==> src/rtl/neuron_pkg.sv <==
// neuron_pkg: shared widths, FSM state type and saturating arithmetic helpers for the neuron datapath
package neuron_pkg;

    typedef enum logic {ACCUM, HOLD} state_t;

    localparam int N_TERMS_D = 16;
    localparam int DIN_W_D   = 20;
    localparam int BIAS_W_D  = 8;
    localparam int ACC_W_D   = 24;
    localparam int OUT_W_D   = 8;

    localparam int MAX_W = 64;

    typedef logic signed [MAX_W-1:0] wide_t;

    typedef struct packed {
        wide_t val;
        logic  clamp;
    } sat_t;

    function automatic int idx_w(input int n);
        return n > 1 ? $clog2(n) : 1;
    endfunction

    function automatic wide_t sext(input logic [MAX_W-1:0] v, input int w);
        wide_t t;
        t = wide_t'(v << (MAX_W - w));
        return t >>> (MAX_W - w);
    endfunction

    function automatic sat_t sat(input wide_t v, input int w);
        wide_t mx;
        wide_t mn;
        sat_t  r;
        mx      = (wide_t'(1) <<< (w - 1)) - wide_t'(1);
        mn      = -mx - wide_t'(1);
        r.clamp = (v > mx) || (v < mn);
        r.val   = v > mx ? mx : (v < mn ? mn : v);
        return r;
    endfunction

    function automatic sat_t sat_add(input wide_t a, input wide_t b, input int w);
        return sat(a + b, w);
    endfunction

endpackage

==> src/rtl/neuron_acc_term_counter.sv <==
// term_counter: modulo-N beat index with first/last flags
module term_counter
    import neuron_pkg::*;
#(
    parameter  int N = N_TERMS_D,
    localparam int W = idx_w(N)
) (
    input  logic         clk,
    input  logic         rst,
    input  logic         clr,
    input  logic         inc,
    output logic [W-1:0] idx,
    output logic         is_first,
    output logic         is_last
);

    assign is_first = idx == '0;
    assign is_last  = idx == W'(N - 1);

    // advance per accepted beat, wrap only from the last index
    always_ff @(posedge clk or posedge rst) begin
        if (rst)
            idx <= '0;
        else if (clr)
            idx <= '0;
        else if (inc)
            idx <= is_last ? '0 : idx + W'(1);
    end

endmodule

==> src/rtl/neuron_acc.sv <==
// neuron_acc: handshaked saturating accumulator of N_TERMS partial products plus bias, with ReLU/requant output
module neuron_acc
    import neuron_pkg::*;
#(
    parameter  int N_TERMS = N_TERMS_D,
    parameter  int DIN_W   = DIN_W_D,
    parameter  int BIAS_W  = BIAS_W_D,
    parameter  int ACC_W   = ACC_W_D,
    parameter  int OUT_W   = OUT_W_D,
    parameter  int SHIFT   = 0,
    localparam int IDX_W   = idx_w(N_TERMS)
) (
    input  logic              clk,
    input  logic              rst,
    input  logic              clr,
    input  logic              in_valid,
    output logic              in_ready,
    input  logic [DIN_W-1:0]  din,
    input  logic [BIAS_W-1:0] bias,
    input  logic              relu_en,
    output logic [IDX_W-1:0]  term_idx,
    output logic              out_valid,
    input  logic              out_ready,
    output logic [ACC_W-1:0]  sum,
    output logic [OUT_W-1:0]  act,
    output logic              ovf
);

    state_t             r_state;
    state_t             w_next;
    logic [ACC_W-1:0]   r_acc;
    logic               r_ovf_int;
    logic               w_beat;
    logic               w_first;
    logic               w_last;
    sat_t               w_add;
    sat_t               w_act_sat;
    wide_t              w_shift;
    logic               w_ovf;
    logic [OUT_W-1:0]   w_act;

    assign in_ready  = r_state == ACCUM;
    assign out_valid = r_state == HOLD;
    assign w_beat    = in_valid && in_ready && !clr;

    term_counter #(.N(N_TERMS)) u_cnt (
        .clk      (clk),
        .rst      (rst),
        .clr      (clr),
        .inc      (w_beat),
        .idx      (term_idx),
        .is_first (w_first),
        .is_last  (w_last)
    );

    // term 0 starts from the bias instead of the running sum; shift then clamp/ReLU for the activation
    always_comb begin
        w_add     = sat_add(w_first ? sext(MAX_W'(bias), BIAS_W) : sext(MAX_W'(r_acc), ACC_W),
                            sext(MAX_W'(din), DIN_W), ACC_W);
        w_ovf     = (!w_first && r_ovf_int) || w_add.clamp;
        w_shift   = w_add.val >>> SHIFT;
        w_act_sat = sat(w_shift, OUT_W);
        w_act     = (relu_en && w_shift < 0) ? '0 : w_act_sat.val[OUT_W-1:0];
    end

    // next state: clr aborts, last beat enters HOLD, out handshake returns to ACCUM
    always_comb begin
        w_next = r_state;
        if (clr)
            w_next = ACCUM;
        else if (w_beat && w_last)
            w_next = HOLD;
        else if (r_state == HOLD && out_ready)
            w_next = ACCUM;
    end

    // state register
    always_ff @(posedge clk or posedge rst) begin
        if (rst)
            r_state <= ACCUM;
        else
            r_state <= w_next;
    end

    // accumulator and result registers; results change only on a last beat
    always_ff @(posedge clk or posedge rst) begin
        if (rst) begin
            r_acc     <= '0;
            r_ovf_int <= 1'b0;
            sum       <= '0;
            act       <= '0;
            ovf       <= 1'b0;
        end else if (clr) begin
            r_acc     <= '0;
            r_ovf_int <= 1'b0;
        end else if (w_beat && w_last) begin
            sum       <= w_add.val[ACC_W-1:0];
            act       <= w_act;
            ovf       <= w_ovf;
            r_acc     <= '0;
            r_ovf_int <= 1'b0;
        end else if (w_beat) begin
            r_acc     <= w_add.val[ACC_W-1:0];
            r_ovf_int <= w_ovf;
        end
    end

endmodule

==> config.mk <==
export PLATFORM = sky130hd
export DESIGN_NAME = neuron_acc
export DESIGN_NICKNAME = d
export VERILOG_FILES = /design/src/rtl/neuron_pkg.sv /design/src/rtl/neuron_acc_term_counter.sv /design/src/rtl/neuron_acc.sv
export SDC_FILE = /design/constraint.sdc
export NUM_CORES = 1
export LEC_CHECK = 0
export CAP_MARGIN = 20
export CORE_MARGIN = 3
export CORE_UTILIZATION = 50
export CTS_CLUSTER_SIZE = 10
export DETAILED_ROUTE_END_ITERATION = 6
export PLACE_DENSITY = 0.74
export SLEW_MARGIN = 20
export SYNTH_ARGS = -nofsm -noshare
export SYNTH_HDL_FRONTEND = slang
export SYNTH_SLANG_ARGS = --single-unit
==> constraint.sdc <==
create_clock -name clk -period 9.41 [get_ports clk]
set_clock_uncertainty 0.1 [all_clocks]
set_input_delay 2.823 -clock clk [delete_from_list [all_inputs] [get_ports clk]]
set_output_delay 2.823 -clock clk [all_outputs]
set_load 0.01 [all_outputs]
==> key figures, run 1 <==
Synth
  – Largest area contributor in the netlist: dfrtp_1
  – Seq cells post-synth: 63
  – Netlist Area Pre-Place: about 5000 um^2
  – Synth top area cells: dfrtp_1, ha_1, nand2_1
  – Post-Syn Area per Cell: 8.69 um^2
  – Synth cell count leaders: nand2_1, dfrtp_1, o21ai_0
  – Synthesized Nets: 641
  – Post-synth EDFFs: 0
  – Synth warn: 0
  – Most frequent cell after synthesis: nand2_1
  – Dominant synthesized flop cell: dfrtp_1
  – Post-synth ARST share: 1.00
  – Cells after Synth: 570
  – Yosys top cell area share: 0.318
  – Synth cell types: just under 80
  – Register area share after synthesis: 0.318

Clocking
  – CTS H-tree depth: 3
  – CTS max path bufs: 2
  – Clock tree from TritonCTS: built
  – Worst skew pair latency: 0.35 ns
  – CTS Buf Count: 9
  – Clock Pin Slew Worst Setup and Hold Paths: around 0.070 ns
  – Total clock sinks: between 60 and 70
  – Number of setup buffers added after CTS: 0
  – Root buf cell: clkbuf_8

Setup path
  – Crit end category: flip-flop
  – Critical Path RT: 9.60 ns
  – Crit path from: bias[7]
  – Slowest-stage cell, CP: or4_1
  – Reg-to-Reg Start: u_cnt.idx[0]
  – CP arrival: 9.37 ns
  – CP Launch Type: input port
  – CP Cell Sequence: clkdlybuf4s50_1 -> and3_2 -> buf_12 -> a21o_1 -> ha_1 -> and4_1 -> and4_1 -> o2bb2ai_1 -> o31ai_4 -> nand3b_1 -> fa_1 -> nor4bb_1 -> nand4_1 -> or4_1 -> or2_2 -> ha_1 -> or3_1 -> or4_4 -> nor4_2 -> nand4_1 -> o41ai_4 -> a221o_1
  – Slowest stage delay, CP: between 0.5 and 0.6 ns
  – WS Path Type: input port to flip-flop
  – CP Max Fanout: 13

Layout
  – Final core utilization: 0.686
  – Area growth syn-to-layout: 30.4%
  – Layout Nets: between 700 and 800
  – Final non-filler cell total: between 800 and 900
  – Share of layout cells above drive strength 1: 0.175

Routing
  – Vias: 4998
  – DR WL/cell: 18.9 um
  – Routed Antenna Nets: 0
  – Iter 0 DRT Violations: 426
  – Routed WL: 15500 um
  – DRC: 0
  – DRT Pass-1 Iters: 5
  – DR vias/cell: 6.10

Pwr
  – Power Density: 169 nW/um^2
  – Leak: 0.00292 uW
  – Worst VDD drop: slightly above 0.00009 V

Placement
  – Port bufs: 72
  – Placed cells: between 800 and 900
  – GPL Wtd Cong: 1.00
  – HPWL after detailed placement: around 12000 um
  – Post-Place Worst Slack: -0.0639 ns

STA
  – Final Hold Fails: 0
  – Sum Neg Setup Slack: 0 ns
  – Worst hold slack: 0.379 ns
  – Min cycle time layout: ~9.2 ns
  – Post-route setup slack: ~0.23 ns
  – Final setup viols: 0
  – Measured slew at the worst slew-check pin: 1.07 ns
  – Final critical-path share of the clock period: 0.976
  – RSZ-0062 raised after global routing: false
  – Slew headroom: 0.282
  – Slew Limit Fails: 0
  – Fmax: approximately 110 MHz

GRT
  – Initial antenna violation count: 0
  – Number of global-route vias before repair: 4820
  – First-pass GRT wire length: 24400 um
  – GRT Util Overall: 0.276
  – Largest net degree at the start of global routing: 64
  – Grt ovf: 0

Floorplan
  – Initial core utilization: 0.526
  – I/O pins: 73
  – Die height: 106 um
  – Core area: 9420 um^2
  – Die footprint: between 10000 and 15000 um^2
  – Die X: 106 um
  – Row Count: 35

Run
  – Maxcap violations: 0

Worst hold path
  – Hold_sp: sum[14]
  – Hold crit path type: flip-flop to flip-flop

Status
  – Status: finished, final reports clean
## path summary, 6_finish.rpt
check                           depth (start not counted)  slack, ns            to
min in group asynchronous                               3       2.92  u_cnt.idx[2]
worst min-delay path                                    2       0.38       sum[14]
worst max-delay path                                   22       0.23        act[5]
worst min register to register                          2       0.38       sum[14]
max in group asynchronous                               3       5.76        act[4]
worst max register to register                         23       1.67        act[5]
## power breakdown
part           total [uW]  internal (uW)  switching (uW)
logic                 521            219             302
clock network         275            158             117
registers             299            288            11.7
## state kept, by name, indices dropped and copies added (netlist names)
| register | flops |
|---|---|
| sum | 24 |
| r_acc | 24 |
| r_ovf_int | 1 |
| out_valid | 1 |
| ovf | 1 |
| u_cnt.idx | 4 |
| act | 8 |
## critical path, delay by kind of cell
family / cells / cell delay [ns]
AO/OA/AOI/OAI: 5 / 1.34
adder cells (fa/ha/maj): 3 / 1.27
buffers and inverters: 2 / 0.57
AND/OR/NAND/NOR: 12 / 3.37
## per-stage QoR
| stage | instance area [um^2] | power (uW) |
|---|---|---|
| floorplan | 4950 | 619 |
| global placement | 6190 | 800 |
| detailed placement | 6190 | 808 |
| CTS | 6420 | 1080 |
| global route | 6460 | 1160 |
| finish | 6460 | 1100 |
## placed cells by master (no fill, tap or decap), drive strengths merged, types with 6 or more instances in the layout
cell           synthesis  layout
and3                   6       6
clkdlybuf4s50          0      72
xor2                  11      11
buf                    9      63
nor4                  10      10
a21o                  29      29
nand3b                 6       6
ha                    27      27
fa                    10      10
nor3                  11      11
a21oi                 34      34
nor2                  41      41
dfrtp                 63      63
a22o                   8       8
a31oi                  7       7
clkbuf                22      10
mux2                  11      11
o21ai                 55      55
and2                   7       7
nand4                  9       9
nand3                 12      12
nand2                 75      75
inv                   12      13
nor2b                  9       9
## timing repair
action	in CTS	in global routing
resized for setup	0	7
hold buffers	0	0
setup endpoints to repair	0	7
## cells by family (layout without fill, tap and decap cells)
logic type / count (synthesis) / in the layout / share of synthesized area
simple gates: 221 / 221 / 0.234
compound gates: 179 / 179 / 0.248
flops: 63 / 63 / 0.318
buf+inv: 43 / 163 / 0.0359
fa+ha+maj: 37 / 37 / 0.109
xor+xnor: 15 / 15 / 0.0280
mux: 12 / 12 / 0.0270
other cells: 0 / 1 / 0
## area by class of cell
| type | instances | area (um^2) |
|---|---|---|
| timing repair buffer | 135 | 1210 |
| sequential | 63 | 1580 |
| tap | 129 | 161 |
| clock buffer | 10 | 138 |
| clock inverter | 6 | 92.6 |
| inverter | 12 | 45.0 |
| multi-input combinational | 464 | 3240 |
| antenna | 1 | 2.50 |
| fill | 808 | 2950 |
## metal layers
layer  share of wire  GRT usage
met1            0.43      0.368
met2            0.47      0.440
met3           0.068     0.0508
met4           0.033      0.118
met5               0          0
(Power assumes the default switching activity.)
==> inputs of run 2 (changes only) <==
--- a/config.mk
+++ b/config.mk
@@ -7,10 +7,9 @@
 export LEC_CHECK = 0
 export CAP_MARGIN = 20
 export CORE_MARGIN = 3
-export CORE_UTILIZATION = 50
-export CTS_CLUSTER_SIZE = 10
+export CORE_UTILIZATION = 40
 export DETAILED_ROUTE_END_ITERATION = 6
-export PLACE_DENSITY = 0.74
+export GPL_TIMING_DRIVEN = 0
 export SLEW_MARGIN = 20
 export SYNTH_ARGS = -nofsm -noshare
 export SYNTH_HDL_FRONTEND = slang
==> run 2 against run 1 <==
Against the previous run:
- register-to-register slack worse by 0.09 ns
- non-clock buffer count shrank 28
- via count decreased by 3.1%
- fmax decreased by 0.73%
- clock power rose by 20%
- critical endpoint unchanged
==> key figures, run 2 (synthesized netlist as in run 1, its figures left out) <==
Routing
  – DRT Pass-1 Iters: 7 (+2)
  – Routed WL: 15800 um (+1.8%)
  – Top layer in use: met4
  – Met2 wire len: 7470 um (+2.5%)
  – DR WL/cell: 19.0 um (+0.58%)
  – M1 WL: 7050 um (+6.2%)
  – Iter 0 DRT Violations: 416 (-2.3%)
  – DRC: 0 (unchanged)
  – Vias: 4841 (-3.1%)
  – DR vias/cell: 5.83 (-4.3%)
  – Routed Antenna Nets: 0 (unchanged)
  – Wire length on met3: 961 um (-8.6%)

STA
  – Final critical-path share of the clock period: 0.983 (+0.00718)
  – Post-route setup slack: 0.160 ns (-0.0675 ns)
  – Slew Limit Fails: 0 (unchanged)
  – Slew headroom: 0.409 (+0.128)
  – Min cycle time layout: 9.25 ns (+0.0675 ns)
  – Final setup viols: 0 (unchanged)
  – Measured slew at the worst slew-check pin: 0.879 ns (-0.190 ns)
  – Final Hold Fails: 0 (unchanged)
  – Sum Neg Setup Slack: 0 ns (unchanged)
  – Fmax: 108 MHz (-0.73%)

Pwr
  – Clock Power Share: 0.298 (+0.047)
  – Power Density: 175 nW/um^2 (+3.0%)
  – Switching power total: 432 uW (+0.27%)
  – Worst VDD drop: 0.000118 V (+27%)
  – Leak: 0.00277 uW (-5.1%)
  – Switching Fraction: 0.388 (-0.00484)
  – Total power: 1110 uW (+1.5%)
  – Seq pwr share: 0.269 (-0.004)
  – Power share of the combinational group: 0.433 (-0.043)
  – P_int: 680 uW (+2.3%)

Clocking
  – Clock tree from TritonCTS: built
  – CTS Buf Count: 9 (unchanged)
  – Clock Pin Slew Worst Setup and Hold Paths: 0.05 ns (-0.02 ns)
  – CTS H-tree depth: 3 (unchanged)
  – CTS max path bufs: 2 (unchanged)
  – Total clock sinks: 63 (unchanged)
  – Worst skew pair latency: 0.33 ns (-0.02 ns)
  – Root buf cell: clkbuf_16

Floorplan
  – Die footprint: 13800 um^2 (+24%)
  – I/O pins: 73 (unchanged)
  – Die height: 117 um (+11%)
  – Row Count: 40 (+14%)
  – Core area: 12100 um^2 (+28%)
  – Die X: 117 um (+11%)
  – Initial core utilization: 0.411 (-0.115)

Worst hold path
  – Hold depth: 2 (unchanged)
  – Hold crit path type: flip-flop to flip-flop

Layout
  – Most common cell after layout, fill and taps aside: nand2_1
  – Biggest regs: r_acc x24, sum x24, act x8
  – Most frequent cells in the layout: nand2_1, clkdlybuf4s50_1, dfrtp_1
  – Area of the multi-input gates: 3320 um^2 (+2.6%)
  – FF/Latch Area: 1580 um^2 (unchanged)
  – Share of layout cells above drive strength 1: 0.128 (-0.0470)
  – Area growth syn-to-layout: 28.5%
  – Layout Nets: 728 (-3.7%)
  – Filler Cell Count: 1164 (+44%)
  – Inserted Diodes: 0 (-1)

Placement
  – GPL Wtd Cong: 0.929 (-7.2%)
  – Post-Place Worst Slack: -1.39 ns (-1.32 ns)
  – HPWL after detailed placement: 12000 um (+0.75%)
  – Port bufs: 71 (-1.4%)

GRT
  – Grt ovf: 0 (unchanged)
  – Number of global-route vias before repair: 4593 (-4.7%)
  – Largest net degree at the start of global routing: 45 (-30%)
  – GRT Util Overall: 0.234 (-0.0417)
  – Initial antenna violation count: 0 (unchanged)
  – First-pass GRT wire length: 24800 um (+1.4%)

Setup path
  – CP arrival: 9.41 ns (+0.04 ns)
  – WS Path Type: input port to flip-flop
  – Critical Path RT: 9.57 ns (-0.03 ns)
  – CP Launch Type: input port
  – Crit end category: flip-flop
  – R2R depth: 26 (+13%)
  – CP Max Fanout: 10 (-3)

Run
  – Maxcap violations: 0 (unchanged)

Status
  – Status: finished, final reports clean
run 2: cell count changes in the layout (fill, tap and decap cells not counted), moves of 2 or more:
cell | previous run | this run
a21oi_1 | 31 | 29
clkbuf_8 | 10 | 1
buf_6 | 0 | 2
clkinv_2 | 0 | 3
a21oi_2 | 2 | 4
clkbuf_1 | 0 | 18
ha_1 | 27 | 25
clkbuf_16 | 0 | 9
buf_2 | 0 | 8
clkinvlp_4 | 2 | 0
buf_4 | 62 | 7
run 2: worst max-delay path, stage by stage:
cell and delay (ns):
clkdlybuf4s50_1 0.47, and3_4 0.26, buf_6 0.16, a21o_1 0.12, ha_1 0.24, buf_2 0.18
a21oi_2 0.17, o21ai_2 0.10, a311o_1 0.37, o31ai_4 0.33, buf_4 0.17, nand3b_1 0.10
fa_1 0.40, nor4_1 0.30, nand3b_1 0.15, or4_4 0.59, or2_2 0.32, ha_4 0.26
or3_1 0.38, or4_4 0.46, nor4_2 0.16, nand4_1 0.20, o41ai_4 0.34, buf_4 0.20
a221o_1 0.16
run 2: power by group through the flow:
stage	clock network [uW]	registers [uW]	logic, uW
2_1_floorplan	0	300	319
3_3_place_gp	0	303	439
3_5_place_dp	0	303	449
4_1_cts	332	299	464
5_1_grt	342	301	529
6_report	331	299	482
run 2: final timing paths:
| path | from | end | slack (ns) |
|---|---|---|---|
| min in group asynchronous | rst | u_cnt.idx[2] | 2.69 |
| worst min register to register | sum[22] | sum[22] | 0.38 |
| worst min-delay path | sum[22] | sum[22] | 0.38 |
| worst max register to register | u_cnt.idx[0] | act[5] | 1.58 |
| worst max-delay path | bias[7] | act[5] | 0.16 |
| max in group asynchronous | rst | r_acc[4] | 6.01 |
run 2: area by class of cell:
type	count	area share
sequential	63	0.248
clock inverter	4	0.00707
inverter	12	0.00747
tap	168	0.0330
clock buffer	12	0.0387
timing repair buffer	79	0.123
buffer	28	0.0210
multi-input combinational	464	0.522
run 2: metal layers:
layer  vias to the layer above  GRT usage
li1                       2276          -
met1                      2353      0.328
met2                       185      0.379
met3                        27     0.0391
met4                         0     0.0589
met5                         -          0
run 2: timing repair:
item                                    in CTS  in global routing
resized for setup                           20                 11
hold buffers                                 0                  0
setup buffers                                2                  5
pin swaps                                    3                 10
endpoints found under the setup margin      39                  7
run 2: stage by stage:
| step | cells | hold WS [ns] | cell area [um^2] | utilization |
|---|---|---|---|---|
| global route | 830 | 0.407 | 6370 | 0.528 |
| global placement | 809 | 0.360 | 5880 | 0.487 |
| floorplan | 570 | 0.344 | 4950 | - |
| finish | 830 | 0.378 | 6370 | 0.528 |
| CTS | 827 | 0.386 | 6290 | 0.522 |
| detailed placement | 810 | 0.374 | 5900 | 0.489 |
==> inputs of run 3 (changes only) <==
--- a/config.mk
+++ b/config.mk
@@ -9,6 +9,7 @@
 export CORE_MARGIN = 3
 export CORE_UTILIZATION = 40
 export DETAILED_ROUTE_END_ITERATION = 6
+export GPL_ROUTABILITY_DRIVEN = 0
 export GPL_TIMING_DRIVEN = 0
 export SLEW_MARGIN = 20
 export SYNTH_ARGS = -nofsm -noshare
==> constraint.sdc (replaced) <==
create_clock -name clk -period 7.7 [get_ports clk]
set_clock_uncertainty 0.1 [all_clocks]
set_input_delay 2.31 -clock clk [delete_from_list [all_inputs] [get_ports clk]]
set_output_delay 2.31 -clock clk [all_outputs]
set_load 0.01 [all_outputs]
==> run 3 against run 2 <==
Against the previous run:
- highest routed layer unchanged
- utilization rose by 6.6 points
- sequential power grew 23%
- the flow now finishes with violations (setup timing)
- cell area increased by 12%
- hold slack gained 0.0039 ns
==> key figures, run 3 (synthesized netlist as in run 1, its figures left out) <==
Layout
  – Most common cell after layout, fill and taps aside: nand2_1
  – Most frequent cells in the layout: nand2_1, clkdlybuf4s50_1, dfrtp_1
  – Share of layout cells above drive strength 1: 0.247 (+0.119)
  – Area growth syn-to-layout: 44.6%
  – Layout Nets: 775 (+6.5%)
  – Area of the multi-input gates: 3660 um^2 (+10%)
  – Biggest regs: r_acc x24, sum x24, act x8
  – FF/Latch Area: 1580 um^2 (unchanged)
  – Filler Cell Count: 1072 (-7.9%)
  – Inserted Diodes: 0 (unchanged)

Clocking
  – Total clock sinks: 63 (unchanged)
  – CTS max path bufs: 2 (unchanged)
  – Clock tree from TritonCTS: built
  – CTS H-tree depth: 3 (unchanged)
  – Worst skew pair latency: 0.33 ns (about the same)
  – Root buf cell: clkbuf_16
  – Clock Pin Slew Worst Setup and Hold Paths: 0.05 ns (about the same)
  – CTS Buf Count: 9 (unchanged)

Placement
  – Port bufs: 71 (unchanged)
  – HPWL after detailed placement: 12500 um (+3.4%)

Floorplan
  – Initial core utilization: 0.411 (unchanged)
  – Die X: 117 um (unchanged)
  – Die height: 117 um (unchanged)
  – I/O pins: 73 (unchanged)
  – Core area: 12100 um^2 (unchanged)
  – Row Count: 40 (unchanged)
  – Die footprint: 13800 um^2 (unchanged)

STA
  – RSZ-0062 raised after global routing: true
  – Fmax: 123 MHz
  – Slew headroom: 0.400 (-0.00942)
  – Post-route setup slack: -0.422 ns (-0.582 ns)
  – Slew Limit Fails: 0 (unchanged)
  – Final Hold Fails: 0 (unchanged)
  – Sum Neg Setup Slack: -3.35 ns (-3.35 ns)
  – Final setup viols: 9 (+9)
  – Final critical-path share of the clock period: 1.05
  – Min cycle time layout: 8.12 ns
  – Worst hold slack: 0.382 ns (+0.00388 ns)
  – Measured slew at the worst slew-check pin: 0.893 ns (+0.0140 ns)

Setup path
  – Crit end category: flip-flop
  – CP Launch Type: input port
  – WS Path Type: input port to flip-flop
  – Critical Path RT: 7.80 ns (-1.77 ns)
  – CP arrival: 8.23 ns (-1.18 ns)
  – CP Max Fanout: 8 (-2)

Worst hold path
  – Hold crit path type: flip-flop to flip-flop

GRT
  – First-pass GRT wire length: 26200 um (+5.9%)
  – Number of global-route vias before repair: 4905 (+6.8%)
  – Grt ovf: 0 (unchanged)
  – Largest net degree at the start of global routing: 36 (-20%)
  – Initial antenna violation count: 0 (unchanged)
  – GRT Util Overall: 0.247 (+0.0130)

Routing
  – DRC: 0 (unchanged)
  – DR WL/cell: 19.3 um (+1.3%)
  – Vias: 5085 (+5.0%)
  – DR vias/cell: 5.80 (-0.48%)
  – Routed WL: 16900 um (+6.9%)
  – DRT Pass-1 Iters: 5 (-2)
  – Routed Antenna Nets: 0 (unchanged)
  – Iter 0 DRT Violations: 356 (-14%)

Status
  – Status: complete, but fails checks
  – Failing checks: setup timing

Pwr
  – Power Density: 207 nW/um^2 (+19%)
  – Worst VDD drop: 0.000104 V (-12%)
  – Leak: 0.00309 uW (+11%)

Run
  – Maxcap violations: 0 (unchanged)
[run 3: what timing repair did]
| item | in CTS | in global routing |
|---|---|---|
| buffers inserted | 37 | 24 |
| gates cloned | 1 | 0 |
| setup endpoints to repair | 52 | 35 |
| endpoints found under the hold margin | 0 | 0 |
| pin swaps | 29 | 35 |
| hold buffers | 0 | 0 |
| resized for setup | 45 | 45 |
[run 3: worst paths after layout]
path | from | to | slack, ns | depth (start not counted)
setup reg to reg | u_cnt.idx[0] | act[1] | 0.37 | 26
hold / removal | r_acc[16] | r_acc[16] | 0.38 | 2
hold reg to reg | r_acc[16] | r_acc[16] | 0.38 | 2
max in group asynchronous | rst | r_acc[7] | 4.76 | 3
setup / recovery | bias[7] | act[1] | -0.42 | 25
min in group asynchronous | rst | ovf | 2.21 | 2
[run 3: final cells by class]
type                            instances  area share
Multi-Input combinational cell        464       0.511
Buffer                                 27      0.0269
Clock inverter                          3     0.00245
Tap cell                              168      0.0293
Inverter                               12     0.00716
Sequential cell                        63       0.220
Timing Repair Buffer                  127       0.166
Clock buffer                           12      0.0372
[run 3: routing by layer]
metal | track usage | vias to the layer above | routed length, um
met3 | 0.0422 | 25 | 890
met1 | 0.334 | 2488 | 7250
met4 | 0.0680 | 0 | 399
met5 | 0 | - | 0
li1 | - | 2370 | -
met2 | 0.410 | 202 | 8330
[run 3: where the power goes]
group / total, uW / switching, uW / internal [uW]
Clock: 384 / 143 / 241
Sequential: 367 / 14.5 / 352
Combinational: 734 / 421 / 313
[run 3: stage by stage]
stage | util | instance area, um^2 | std cells | total power (uW) | worst slack [ns]
after global placement | 0.500 | 6030 | 809 | 943 | -1.34
after floorplan | - | 5110 | 570 | 782 | -0.208
final | 0.594 | 7160 | 876 | 1480 | -0.422
after CTS | 0.568 | 6850 | 860 | 1410 | -0.603
after detailed placement | 0.502 | 6050 | 810 | 952 | -1.41
after global routing | 0.594 | 7160 | 876 | 1570 | -0.553
[run 3: worst max-delay path: stages]
cell	delay [ns]
buf_6	0.09
and3_4	0.18
clkbuf_16	0.16
a21o_4	0.20
ha_4	0.22
clkbuf_16	0.14
a21oi_4	0.14
o21ai_4	0.08
a311o_1	0.36
o31ai_4	0.33
buf_4	0.17
nand3b_1	0.11
fa_2	0.61
nor4bb_4	0.21
nand4_1	0.18
or4_4	0.53
or2_4	0.25
ha_4	0.29
buf_8	0.14
clkbuf_16	0.17
o2111ai_2	0.13
or4_4	0.56
nor4_4	0.21
a21oi_4	0.14
a221o_1	0.31
